### src/rtl/mem_stage.sv
// Memory stage of the 16-bit pipeline: EX/MEM register, branch resolve, multi-cycle data memory, MEM/WB register.
// Optional EX forwarding outputs are enabled by defining MEM_STAGE_FWD_EN.
module mem_stage #(
  parameter int DATA_W  = 16,
  parameter int ADDR_W  = 8,
  parameter int MEM_LAT = 2
) (
  input  logic              clock,
  input  logic              reset_n,
  input  logic              in_valid,
  input  logic              in_Branch,
  input  logic              in_Zero,
  input  logic              in_MemRead,
  input  logic              in_MemWrite,
  input  logic              in_RegWrite,
  input  logic              in_MemToReg,
  input  logic [2:0]        in_rd,
  input  logic [DATA_W-1:0] in_jumpResult,
  input  logic [DATA_W-1:0] in_outputALU,
  input  logic [DATA_W-1:0] in_writeData,
  input  logic              flush,
  output logic              stall,
  output logic              PCSrc,
  output logic [DATA_W-1:0] branchTarget,
`ifdef MEM_STAGE_FWD_EN
  output logic              fwd_valid,
  output logic [2:0]        fwd_rd,
  output logic [DATA_W-1:0] fwd_data,
`endif
  output logic              wb_valid,
  output logic              wb_RegWrite,
  output logic [2:0]        wb_rd,
  output logic [DATA_W-1:0] wb_data
);

  localparam logic [3:0] CNT_INIT = 4'(MEM_LAT - 1);

  typedef enum logic {IDLE, BUSY} state_t;

  state_t state, stateNext;
  logic [3:0] cnt, cntNext;

  logic              vld_p0;
  logic              branch_p0, zero_p0, memRead_p0, memWrite_p0;
  logic              regWrite_p0, memToReg_p0;
  logic [2:0]        rd_p0;
  logic [DATA_W-1:0] jumpResult_p0, outputALU_p0, writeData_p0;

  logic [DATA_W-1:0] mem [2**ADDR_W];
  logic [ADDR_W-1:0] addr_p0;
  logic [DATA_W-1:0] loadData;
  logic              complete;
  logic              captureMem;

  // The stage entry retires on any edge where it is valid and not held by a pending access.
  always_comb begin
    stall      = (state == BUSY) && (cnt != 4'd0);
    complete   = vld_p0 && !stall;
    captureMem = !stall && in_valid && !flush && (in_MemRead || in_MemWrite);
    addr_p0    = outputALU_p0[ADDR_W-1:0];
    loadData   = mem[addr_p0];
    PCSrc        = vld_p0 && branch_p0 && zero_p0;
    branchTarget = PCSrc ? jumpResult_p0 : '0;
  end

`ifdef MEM_STAGE_FWD_EN
  always_comb begin
    fwd_valid = vld_p0 && regWrite_p0 && !memRead_p0;
    fwd_rd    = rd_p0;
    fwd_data  = outputALU_p0;
  end
`endif

  always_comb begin
    stateNext = state;
    cntNext   = cnt;
    if (captureMem) begin
      stateNext = BUSY;
      cntNext   = CNT_INIT;
    end else if ((state == BUSY) && (cnt != 4'd0)) begin
      cntNext = cnt - 4'd1;
    end else begin
      stateNext = IDLE;
      cntNext   = 4'd0;
    end
  end

  always_ff @(posedge clock or negedge reset_n) begin
    if (!reset_n) begin
      state <= IDLE;
      cnt   <= 4'd0;
    end else begin
      state <= stateNext;
      cnt   <= cntNext;
    end
  end

  // EX/MEM boundary: valid is reset, the payload is not.
  always_ff @(posedge clock or negedge reset_n) begin
    if (!reset_n) begin
      vld_p0 <= 1'b0;
    end else if (!stall) begin
      vld_p0 <= in_valid && !flush;
    end
  end

  always_ff @(posedge clock) begin
    if (!stall) begin
      branch_p0     <= in_Branch;
      zero_p0       <= in_Zero;
      memRead_p0    <= in_MemRead;
      memWrite_p0   <= in_MemWrite;
      regWrite_p0   <= in_RegWrite;
      memToReg_p0   <= in_MemToReg;
      rd_p0         <= in_rd;
      jumpResult_p0 <= in_jumpResult;
      outputALU_p0  <= in_outputALU;
      writeData_p0  <= in_writeData;
    end
  end

  always_ff @(posedge clock) begin
    if (complete && memWrite_p0) begin
      mem[addr_p0] <= writeData_p0;
    end
  end

  // MEM/WB boundary: every output clears on reset.
  always_ff @(posedge clock or negedge reset_n) begin
    if (!reset_n) begin
      wb_valid    <= 1'b0;
      wb_RegWrite <= 1'b0;
      wb_rd       <= 3'd0;
      wb_data     <= '0;
    end else begin
      wb_valid <= complete;
      if (complete) begin
        wb_RegWrite <= regWrite_p0;
        wb_rd       <= rd_p0;
        wb_data     <= memToReg_p0 ? loadData : outputALU_p0;
      end else begin
        wb_RegWrite <= 1'b0;
      end
    end
  end

endmodule

### config.mk
export PLATFORM = sky130hd
export DESIGN_NAME = mem_stage
export DESIGN_NICKNAME = d
export VERILOG_FILES = /design/src/rtl/mem_stage.sv
export SDC_FILE = /design/constraint.sdc
export NUM_CORES = 2
export LEC_CHECK = 0
export CAP_MARGIN = 0
export CELL_PAD_IN_SITES_DETAIL_PLACEMENT = 1
export CELL_PAD_IN_SITES_GLOBAL_PLACEMENT = 2
export CORE_ASPECT_RATIO = 1.5
export CORE_UTILIZATION = 23
export DETAILED_ROUTE_END_ITERATION = 8
export PLACE_DENSITY = 0.53
export SLEW_MARGIN = 20
export SYNTH_ARGS = -nofsm -noshare
export SYNTH_HDL_FRONTEND = slang
export SYNTH_SLANG_ARGS = --single-unit
### constraint.sdc
create_clock -name clock -period 8.4 [get_ports clock]
set_clock_uncertainty 0.05 [all_clocks]
set_input_delay 0.84 -clock clock [delete_from_list [all_inputs] [get_ports clock]]
set_output_delay 0.84 -clock clock [all_outputs]
set_load 0.02 [all_outputs]
==> flow_summary.ini <==
[cells_and_area]
final_area_sq_um = 189000
multiInputGateArea_sq_um = 33400
nets = 7582
area_growth_pct = 17.3
register_area_sq_um = 126000
fillCellCount = 70800
drive_gt1_frac = 0.287

[pwr]
powerDensity_nw_per_um2 = 333
ir_drop_mv = 0.348
p_leak_nw = 56.5

[timing]
period_needed_ns = 5.34
slew_headroom = 0.121
worst_pin_slew_ns = 1.31
fin_tns_setup_ns = 0
layout_worst_path_cycle_share = 0.635
setup_viol = 0
rsz0062_at_grt = no
slew_viol_final = 0
timing.fmax_ghz = 0.187
hold_viol = 0

[die]
ios = 100
die_h_um = 1030
start_util = 0.231
die-area_sq_um = 702000
core_area_sq_um = 696000
die_w_um = 685
rows = 375

[synth]
yosysTopAreaCell = edfxtp_1
synth_seq_area_share = 0.781
yosysWarningCount = 0
synth_cells = 7031
synth_top_area_frac = 0.776
synthTopCellsByCount = edfxtp_1, mux4_2, nor2_1, mux2i_1, clkbuf_1
ys.flop_type = edfxtp_1
async_flop_share = 0.00645
synthTopCellsByArea = edfxtp_1, mux4_2, mux2i_1, nor2_1, mux2_2
synth_edf_count = 4152
synthDistinctLibCells = 66
synth_area_sq_um = 161000
synth_nets = 7094
avgSynthCellArea_sq_um = 22.9
synth_most_common_cell = edfxtp_1
yosys_register_bits = 4187

[worst_setup_path]
crit_arrival_ns = 6.09
worstPathCellList = buf_4 -> buf_4 -> mux4_2 -> mux2_2 -> o221ai_1 -> a221oi_1 -> a311oi_1 -> o21a_1 -> o21ai_1
crit_top_cell = buf_4
cp-end-kind = flop
cp_top_family = compound AO/OA/AOI/OAI gates
worst-setup-path-type = flop to flop
path_buf_inv = 2
max_stage_delay_ns = 1.01
path_max_fanout = 41
critPathRequiredTime_ns = 9.16
cp-start-kind = flop
critPathSlowestCell = dfxtp_4

[global_route]
grt_usage = 0.140
grt_max_degree = 194
grt_pass1_wl_um = 695000
grt_antenna_before_repair = 41
grt_pass1_vias = 81300
gr-total-overflow = 0

[placement]
place_hpwl_um = 314000
numPortBuffers = 99
globalplace.congestion = 0.789
place_area_sq_um = 175000

[clock_tree]
cts_root_buf = clkbuf_16
clock_path_buffers = 4
cts_buffers = 411
htreeDepth = 5
cts.sinks = 4187
cts.clk_slew.worst_paths_ns = 0.06
cts_tree = built
clk_latency_ns = 0.96
ctsResizeCount = 0

[detailed_routing]
routedWlPerCell_um = 29.5
wl_um = 506000
vias = 75400
avgViaCountPerCell = 4.41
drt_iter0_markers = 6496
dr.pass1.iters = 8
post-route-drc-count = 0
antenna_left = 0

[hold_path]
hp-class = input port to flop

[outcome]
status = complete, no violations

[job]
max_cap_violations = 0
registers in the layout, indices dropped and copies added, names as in the netlist, 3 cells and up, named ones only:
register / count
writeData_p0: 16
wb_rd: 3
wb_data: 16
outputALU_p0: 16
cnt: 4
jumpResult_p0: 16
rd_p0: 3
mem: 4096
cells by family (layout without fill, tap and decap cells):
group / Yosys count / after routing / share of synthesized area
compound gates: 496 / 496 / 0.0219
xor+xnor: 2 / 2 / 0.000109
fa+ha+maj: 2 / 2 / 0.000156
buf+inv: 411 / 1248 / 0.0153
flops: 4187 / 4187 / 0.781
mux: 1285 / 1285 / 0.163
other cells: 0 / 13 / 0
simple gates: 648 / 648 / 0.0184
what timing repair did:
item	CTS	global route
endpoints found under the hold margin	27	0
setup buffers	0	0
hold buffers	1	0
setup endpoints to repair	0	0
worst register-to-register path: stages (launching register included):
cell      delay, ns
dfxtp_4        1.01
buf_4          0.62
buf_4          0.61
mux4_2         0.59
mux2_2         0.27
o221ai_1       0.43
a221oi_1       0.21
a311oi_1       0.83
o21a_1         0.47
o21ai_1        0.15
per-layer routing:
metal / up-vias / share of wire / GRT usage
met4: 14 / 0.038 / 0.0479
met5: - / 0.00017 / 0
li1: 30900 / - / -
met1: 42100 / 0.39 / 0.169
met2: 1820 / 0.53 / 0.258
met3: 627 / 0.041 / 0.0160
final cells by class:
cell class	instances	area share
Inverter	7	0.000173
Multi-Input combinational cell	2433	0.177
Timing Repair Buffer	479	0.0228
Clock inverter	259	0.0151
Clock buffer	503	0.0574
Sequential cell	4187	0.666
Tap cell	9236	0.0613
Antenna cell	13	0.000173
layout by cell type (no fill, tap or decap), types with 19 or more instances in the layout:
| master | instances |
|---|---|
| a221oi_1 | 30 |
| nand4_1 | 19 |
| o211ai_1 | 28 |
| nor2_4 | 26 |
| clkbuf_1 | 79 |
| dfrtp_1 | 27 |
| edfxtp_1 | 4152 |
| clkinv_2 | 66 |
| and2_1 | 51 |
| o21ai_0 | 53 |
| a211oi_1 | 89 |
| o22ai_1 | 38 |
| bufinv_16 | 47 |
| nand2b_1 | 21 |
| nor3_1 | 21 |
| mux2_2 | 66 |
| clkbuf_16 | 417 |
| clkinvlp_4 | 19 |
| clkdlybuf4s50_1 | 98 |
| mux4_2 | 1055 |
| a21oi_1 | 74 |
| nor2b_1 | 24 |
| nand2_1 | 102 |
| nor2_2 | 64 |
| clkinv_1 | 93 |
| nor2_1 | 230 |
| a22oi_1 | 46 |
| mux2i_1 | 158 |
| buf_12 | 28 |
| buf_4 | 342 |
path summary, 6_finish.rpt:
path / startpoint / endpoint / slack (ns) / depth (start not counted)
max: flop / wb_data[10]$_DFFE_PN0N_ / 3.06 / 9
max reg2reg: flop / wb_data[10]$_DFFE_PN0N_ / 3.06 / 9
min: in_rd[2] / rd_p0[2]$_DFFE_PN_ / 0.38 / 1
max in group asynchronous: reset_n / wb_RegWrite$_DFF_PN0_ / 7.27 / 3
min reg2reg: rd_p0[2]$_DFFE_PN_ / wb_rd[2]$_DFFE_PN0N_ / 0.47 / 2
min in group asynchronous: reset_n / wb_rd[2]$_DFFE_PN0N_ / 0.46 / 3
through the flow:
stage               power, W  instances  utilization  setup WS (ns)  hold slack [ns]
floorplan             0.0368       7031            -           4.30            0.365
global placement      0.0446      16300        0.251           2.68            0.449
detailed placement    0.0449      16300        0.251           2.94            0.447
CTS                   0.0639      17100        0.271           2.97            0.281
global route          0.0648      17100        0.271           2.91            0.334
finish                0.0629      17100        0.271           3.06            0.375
power by group:
part,internal (W),switching (W)
combinational,0.00631,0.0120
sequential,0.0251,0.000519
clock,0.0107,0.00832
total,0.0421,0.0208
Note: power is estimated with default switching activity, not from simulation.
